`src/rtl/req_pend_ctrl.sv`:
```
// rtl/req_pend_ctrl.sv - sticky request capture and owner hold in front of the ps4 priority selector
module req_pend_ctrl #(
  parameter int TIMEOUT = 15,
  parameter int CW      = 4
) (
  input  logic       clock,
  input  logic       reset,
  input  logic [3:0] req_in,
  input  logic [3:0] sel_gnt,
  input  logic       done,
  output logic [3:0] req,
  output logic       en,
  output logic [3:0] owner,
  output logic       owner_valid,
  output logic       timeout
);

  typedef enum logic {
    IDLE = 1'b0,
    BUSY = 1'b1
  } state_t;

  // Last BUSY cycle index; the counter is cleared at grant, so this bounds BUSY to TIMEOUT cycles.
  localparam logic [CW-1:0] CNT_LAST = CW'(TIMEOUT - 1);

  state_t        state;
  state_t        state_nxt;
  logic [3:0]    pending;
  logic [3:0]    pending_nxt;
  logic [3:0]    owner_nxt;
  logic          owner_valid_nxt;
  logic          timeout_nxt;
  logic [CW-1:0] cnt;
  logic [CW-1:0] cnt_nxt;
  logic [3:0]    gnt_masked;
  logic [3:0]    pick;
  logic [3:0]    clr;
  logic [3:0]    rep;

  // Keeps only the highest set bit, so a malformed multi-hot grant still yields one owner.
  function automatic logic [3:0] top_bit(input logic [3:0] v);
    logic [3:0] r;
    r = 4'b0000;
    if (v[3])      r = 4'b1000;
    else if (v[2]) r = 4'b0100;
    else if (v[1]) r = 4'b0010;
    else if (v[0]) r = 4'b0001;
    return r;
  endfunction

  assign req = pending;
  assign en  = (state == IDLE) && (pending != 4'b0000);

  // The selector's answer is only trusted while enabled, and only for bits we actually posted.
  assign gnt_masked = en ? (sel_gnt & pending) : 4'b0000;
  assign pick       = top_bit(gnt_masked);

  // Next-state and next-output decode for the IDLE/BUSY ownership FSM.
  always_comb begin
    state_nxt       = state;
    owner_nxt       = owner;
    owner_valid_nxt = owner_valid;
    cnt_nxt         = cnt;
    timeout_nxt     = 1'b0;
    clr             = 4'b0000;
    rep             = 4'b0000;
    case (state)
      IDLE: begin
        if (pick != 4'b0000) begin
          owner_nxt       = pick;
          owner_valid_nxt = 1'b1;
          clr             = pick;
          cnt_nxt         = '0;
          state_nxt       = BUSY;
        end
      end
      BUSY: begin
        if (done) begin
          owner_nxt       = 4'b0000;
          owner_valid_nxt = 1'b0;
          state_nxt       = IDLE;
        end else if (cnt == CNT_LAST) begin
          // Abort: drop ownership and re-post the request so it is retried.
          owner_nxt       = 4'b0000;
          owner_valid_nxt = 1'b0;
          timeout_nxt     = 1'b1;
          rep             = owner;
          state_nxt       = IDLE;
        end else begin
          cnt_nxt = cnt + 1'b1;
        end
      end
      default: begin
        state_nxt       = IDLE;
        owner_nxt       = 4'b0000;
        owner_valid_nxt = 1'b0;
      end
    endcase
    // New pulses win over the clear of the same bit, so a coincident pulse stays pending.
    pending_nxt = (pending & ~clr) | req_in | rep;
  end

  // State register plus all registered outputs; reset drops everything including pending work.
  always_ff @(posedge clock) begin
    if (reset) begin
      state       <= IDLE;
      pending     <= 4'b0000;
      owner       <= 4'b0000;
      owner_valid <= 1'b0;
      timeout     <= 1'b0;
      cnt         <= '0;
    end else begin
      state       <= state_nxt;
      pending     <= pending_nxt;
      owner       <= owner_nxt;
      owner_valid <= owner_valid_nxt;
      timeout     <= timeout_nxt;
      cnt         <= cnt_nxt;
    end
  end

endmodule

```
`config.mk`:
```
export PLATFORM = sky130hd
export DESIGN_NAME = req_pend_ctrl
export DESIGN_NICKNAME = d
export VERILOG_FILES = /design/src/rtl/req_pend_ctrl.sv
export SDC_FILE = /design/constraint.sdc
export NUM_CORES = 1
export LEC_CHECK = 0
export BUFFER_PORTS_ARGS = -buffer_cell sky130_fd_sc_hd__buf_2
export CORE_ASPECT_RATIO = 1.2
export CORE_MARGIN = 1.5
export CORE_UTILIZATION = 30
export DETAILED_ROUTE_END_ITERATION = 6
export GPL_TIMING_DRIVEN = 1
export PLACE_DENSITY = 0.48
export RECOVER_POWER = 100
export SLEW_MARGIN = 0
export SYNTH_ARGS = -nofsm -noshare
export SYNTH_HDL_FRONTEND = slang
export SYNTH_SLANG_ARGS = --single-unit
```
`constraint.sdc`:
```
create_clock -name clock -period 1.9 [get_ports clock]
set_clock_uncertainty 0.15 [all_clocks]
set_input_delay 0.19 -clock clock [delete_from_list [all_inputs] [get_ports clock]]
set_output_delay 0.19 -clock clock [all_outputs]
set_load 0.02 [all_outputs]
```
==> out/qor.txt, run 1 <==
Status: complete, no violations
Yosys warning total: 0
Unrepaired setup endpoints after global routing: false
Iter 0 DRT Violations: 19
CP top delay family: simple AND/OR/NAND/NOR gates
1st-pass router iterations: 4
Synth area leaders: dfxtp_1, nand3_1, o31a_1
CP peak stage delay: 400 ps
Die X: 48.1 microns
Max Cap Viol: 0
Crit-path cells: nor4_2, nor2_1, clkbuf_1
Reg area: 300 sq um
Worst Max-Slew Pin Slew: 523 ps
Setup violations, final: 0
Overall power: 681 uW
Yosys reg bits: 15
Slew HR: 64.6%
Detailed Route WL: 1.99 mm
Reg-to-Reg Start: cnt[0]$_SDFFE_PP0P_
Worst path slowest cell: nor4_2
Initial antenna violation count: 0
IO Count: 22
Synth-to-layout area growth: 25.9%
PortBufs: 21
Clock latency on the worst-skew pair: 280 ps
Register area share after synthesis: 41.0%
Layout cell share with drive strength beyond 1: 14.3%
Fraction of registers with async set/reset: 0%
Row count: 19
GP Congestion: 0.747
Die Footprint: 2750 sq um
Hold Vio Cnt, Final: 0
Cells on worst reg2reg path: 5
Period minus WS final: 1660 ps
Vias in the first global route: 676
Type of the worst setup path: register to primary output
Post-synthesis cell area: 733 sq um
CTS tree: built
Post-Synthesis Net Count: 98
Die height: 57.2 microns
Wire per inst: 13.9 microns
Final worst path period share: 87.1%
Clock slew at reported path FFs: 90 ps
HPWL reported at the end of detailed placement: 1.53 mm
Mapped Cells: 85
TNS Setup: 0 ps
Max VDD drop: 0.350 mV
Most frequent cell after synthesis: dfxtp_1
CP startpoint: req[3]$_SDFF_PP0_
Count of final max-slew check failures: 0
Critical Path RT: 1560 ps
Clock Sink Count: 15
Total leakage power: 0.351 nW
Unique masters post-synth: 31
Largest net degree at the start of global routing: 11
ANT nets after route: 0
Total grt overflow: 0
Placed inst area: 882 sq um
Achievable clock frequency: 0.604 GHz
Ant. Diodes: 0
Number of flops mapped to enable cells by yosys: 0
Fill count: 263
DR vias: 795
Crit path DAT: 1320 ps
Multi-input logic area: 407 sq um
Top cell type's share of synthesized area: 41.0%
Critical Path End Type: primary output
Total CTS buffers: 3
Max Fanout on Critical Path: 6
CP Depth: 3
Hold/Removal Path Class: input port to register
Post-synth top flop: dfxtp_1
Worst hold margin: 13.8 ps
Finished Cell Area: 923 sq um
Root Driver: clkbuf_4
Vias per cell: 5.56
GRT Util Overall: 16.5%
Max clock buf depth: 2
Setup crit end: en
Core area: 2310 sq um
Initial Util: 31.8%
Startpoint types: register
CTS H-tree depth: 1
Post-synth top area cell: dfxtp_1
Flop2flop setup slack: 250 ps
Layout Nets: 126
Power density over cell area: 738 nW/um^2
R2R Path End: req[0]$_SDFF_PP0_
First-pass GRT wire length: 3.22 mm
Drt drc: 0
Buffers & Inverters on Critical Path: 1
Synth top cells by count: dfxtp_1, nand3_1, a21oi_1
Syn Area/Cell: 8.63 sq um
## logic make-up after synthesis
kind of cell | count (synthesis) | share of synthesized area (%)
compound gates | 28 | 27.5
fa+ha+maj | 2 | 3.41
buf+inv | 8 | 4.44
flops | 15 | 41.0
simple gates | 32 | 23.7
## cell usage in the layout (no fill, tap or decap), types with 2 or more instances in the layout
master / netlist / routed
nor2_1: 2 / 2
dlygate4sd3_1: 0 / 3
o21ai_0: 2 / 2
nand3b_1: 2 / 2
clkbuf_4: 0 / 3
and3_1: 4 / 4
dfxtp_1: 15 / 15
inv_1: 4 / 4
a22oi_1: 2 / 2
buf_2: 2 / 10
clkbuf_1: 2 / 14
ha_1: 2 / 2
nand2_1: 5 / 5
nor3_1: 2 / 2
nor2b_1: 2 / 2
a31oi_1: 4 / 4
a21boi_0: 2 / 2
o31a_1: 4 / 4
a21oi_1: 6 / 6
nand3_1: 9 / 9
## per-layer routing
| metal | GRT usage (%) | part of all wire, % | up-vias |
|---|---|---|---|
| met2 | 25.5 | 50 | 17 |
| met3 | 3.80 | 3.3 | 2 |
| met5 | 0 | 0 | - |
| met1 | 21.4 | 45 | 391 |
| met4 | 6.95 | 0.85 | 0 |
| li1 | - | - | 385 |
## stage by stage
| step | instances | setup slack, ps | util, % |
|---|---|---|---|
| after detailed placement | 136 | 256 | 38.3 |
| after global routing | 143 | 108 | 40.0 |
| final | 143 | 244 | 40.0 |
| after global placement | 136 | 296 | 38.3 |
| after CTS | 143 | 136 | 40.7 |
| after floorplan | 85 | 309 | - |
## sequential cells by signal, indices dropped and copies added, names as in the netlist
| signal | flops |
|---|---|
| owner_valid | 1 |
| cnt | 4 |
| owner | 4 |
| timeout | 1 |
| state | 1 |
| req | 4 |
## where the power goes
part | internal, mW | switching (mW)
registers | 0.332 | 0.0241
logic | 0.0531 | 0.0851
clock network | 0.0814 | 0.105
## what timing repair did
action,4_1_cts,5_1_grt
buffers inserted,0,0
endpoints found under the hold margin,3,0
gates resized for setup,0,1
hold buffers,3,0
setup endpoints to repair,0,1
## worst reg2reg max path: stages, from the launching register on
cell     delay (ps)
dfxtp_1         380
inv_1            90
ha_1            230
and3_1          280
and3_1          200
o31a_1          230
## worst min path at each step
| stage | slack [ps] | endpoint | depth (start not counted) | from |
|---|---|---|---|---|
| after floorplan | 180 | req[0]$_SDFF_PP0_ | 1 | req_in[0] |
| after global routing | 50 | req[3]$_SDFF_PP0_ | 3 | req_in[3] |
| after global placement | 260 | req[1]$_SDFF_PP0_ | 2 | req_in[1] |
| after detailed placement | 270 | req[1]$_SDFF_PP0_ | 2 | req_in[1] |
| final | 10 | req[3]$_SDFF_PP0_ | 3 | req_in[3] |
| after CTS | 20 | req[3]$_SDFF_PP0_ | 3 | req_in[3] |
## area by class of cell
cell class	instances	area share (%)
clock buffer	4	2.85
tap	31	4.20
multi-input combinational	62	44.0
timing repair buffer	27	14.8
sequential	15	32.5
inverter	4	1.63
Note: power is estimated with default switching activity, not from simulation.
==> run 2: changes to the inputs <==
Settings changed: PLACE_DENSITY 0.48 to 0.63.
==> run 2 against run 1 <==
  * Global-route usage is 0.38 points lower
  * Final area is 0.41% lower
  * Wire length is 5.3% lower
  * Critical path depth stayed put
  * Register-to-register slack worse by 20 ps
  * Worst hold slack better by 8.5 ps
  * Clock power is 4% lower
  * Sequential share of layout area is 0.13 points higher
  * Critical endpoint unchanged
  * Largest cell class unchanged
==> out/qor.txt, run 2 (synthesized netlist as in run 1, its figures left out) <==
Root Driver: clkbuf_4 (unchanged)
ANT nets after route: 0 (unchanged)
Core area: 2310 sq um (unchanged)
Critical Path RT: 1560 ps (about the same)
Layout cell share with drive strength beyond 1: 16.2% (was 14.3%)
Wire per inst: 13.3 microns (was 13.9 microns)
Slew HR: 62.2% (was 64.6%)
Vias per cell: 5.47 (was 5.56)
Worst Max-Slew Pin Slew: 558 ps (was 523 ps)
CTS tree: built (unchanged)
Psw: 209 uW (was 214 uW)
Commonest non-fill, non-tap cell in the layout: dfxtp_1 (unchanged)
Most frequent cells in the layout: dfxtp_1, buf_2, clkbuf_1 (was dfxtp_1, clkbuf_1, buf_2)
Top Metal Used: met4 (unchanged)
Synth-to-layout area growth: 25.4% (was 25.9%)
Ant. Diodes: 0 (unchanged)
Max Cap Viol: 0 (unchanged)
Crit path DAT: 1390 ps (was 1320 ps)
Setup violations, final: 0 (unchanged)
Iter 0 DRT Violations: 20 (was 19)
Power density over cell area: 734 nW/um^2 (was 738 nW/um^2)
Combinational share of power: 20.7% (was 20.3%)
Period minus WS final: 1730 ps (was 1660 ps)
PortBufs: 21 (unchanged)
Clock slew at reported path FFs: 90 ps (about the same)
Drt drc: 0 (unchanged)
Type of the worst setup path: register to primary output (unchanged)
Startpoint types: register (unchanged)
Hold/Removal Path Class: input port to register (unchanged)
Final worst path period share: 91.0% (was 87.1%)
GP Congestion: 0.753 (was 0.747)
Total grt overflow: 0 (unchanged)
Sw Ratio: 31.0% (was 31.5%)
Setup Buffers After CTS: 0 (unchanged)
IO Count: 22 (unchanged)
First-pass GRT wire length: 3.31 mm (was 3.22 mm)
M1 WL: 841 microns (was 906 microns)
Max VDD drop: 0.545 mV (was 0.350 mV)
Clock share of power: 26.7% (was 27.4%)
Met3 WL post-DR: 74 microns (was 65 microns)
Die height: 57.2 microns (unchanged)
CTS H-tree depth: 1 (unchanged)
Crit-path cells: nor4_1, nor2_1, buf_2 (was nor4_2, nor2_1, clkbuf_1)
GRT Util Overall: 16.1% (was 16.5%)
Detailed Route WL: 1.89 mm (was 1.99 mm)
Layout Nets: 125 (was 126)
1st-pass router iterations: 6 (was 4)
Initial Util: 31.8% (unchanged)
Count of final max-slew check failures: 0 (unchanged)
Max Fanout on Critical Path: 7 (was 6)
Largest net degree at the start of global routing: 11 (unchanged)
Achievable clock frequency: 0.579 GHz (was 0.604 GHz)
Initial antenna violation count: 0 (unchanged)
Vias in the first global route: 749 (was 676)
Max clock buf depth: 2 (unchanged)
Unrepaired setup endpoints after global routing: false (unchanged)
Status: complete, no violations (unchanged)
Die X: 48.1 microns (unchanged)
Clock latency on the worst-skew pair: 280 ps (about the same)
Total leakage power: 0.358 nW (was 0.351 nW)
Critical Path End Type: primary output (unchanged)
DR vias: 777 (was 795)
Hold Vio Cnt, Final: 0 (unchanged)
Clock Sink Count: 15 (unchanged)
CP peak stage delay: 480 ps (was 400 ps)
TNS Setup: 0 ps (unchanged)
Worst path slowest cell: nor4_1 (was nor4_2)
Metal2 WL: 953 microns (was 1.00 mm)
Die Footprint: 2750 sq um (unchanged)
Overall power: 675 uW (was 681 uW)
Sequential power share: 52.5% (was 52.3%)
HPWL reported at the end of detailed placement: 1.41 mm (was 1.53 mm)
Total CTS buffers: 3 (unchanged)
Internal power: 465 uW (was 467 uW)
Row count: 19 (unchanged)
==> run 2: routing by layer <==
| metal | vias to the layer above | GRT usage, % |
|---|---|---|
| met5 | - | 0 |
| met4 | 0 | 5.79 |
| met3 | 2 | 2.22 |
| met2 | 22 | 25.9 |
| met1 | 372 | 21.3 |
| li1 | 381 | - |
==> run 2: worst max-delay path: cells and delay by family (launching register included) <==
kind                   cells  cell delay [ps]
buffers and inverters      1              170
AND/OR/NAND/NOR            2              550
flip-flops                 1              380
==> run 2: power by group through the flow <==
stage / registers (mW) / clock network, mW / logic (mW)
floorplan: 0.369 / 0 / 0.0770
global placement: 0.361 / 0 / 0.136
detailed placement: 0.361 / 0 / 0.138
CTS: 0.354 / 0.186 / 0.143
global route: 0.358 / 0.200 / 0.155
finish: 0.354 / 0.180 / 0.140
==> run 2: cell type report <==
class,instances,area [sq um]
Clock buffer,3,22.5
Clock inverter,1,5.00
Fill cell,238,1390
Inverter,4,15.0
Multi-Input combinational cell,62,400
Sequential cell,15,300
Tap cell,31,38.8
Timing Repair Buffer,26,138
==> run 2: path summary, 6_finish.rpt <==
| kind | start | to | slack (ps) | cells past startpoint |
|---|---|---|---|---|
| worst max register to register | cnt[0]$_SDFFE_PP0P_ | cnt[3]$_SDFFE_PP0P_ | 230 | 5 |
| worst min-delay path | req_in[3] | req[3]$_SDFF_PP0_ | 20 | 3 |
| worst max-delay path | req[2]$_SDFF_PP0_ | en | 170 | 3 |
| worst min register to register | owner[0]$_SDFFE_PP0P_ | owner[0]$_SDFFE_PP0P_ | 330 | 2 |
==> run 2: through the flow <==
step | cells | setup slack (ps) | area (sq um) | utilization, % | hold WS, ps
2_1_floorplan | 85 | 309 | 733 | - | 176
3_3_place_gp | 135 | 300 | 875 | 37.9 | 263
3_5_place_dp | 135 | 242 | 875 | 37.9 | 273
4_1_cts | 142 | 162 | 932 | 40.4 | 12.9
5_1_grt | 142 | 4.02 | 920 | 39.9 | 47.0
6_report | 142 | 172 | 920 | 39.9 | 22.4
==> run 2: repair_timing <==
action / CTS / global route
hold buffers: 3 / 0
setup endpoints to repair: 0 / 0
endpoints found under the hold margin: 3 / 0
gates resized for setup: 0 / 0
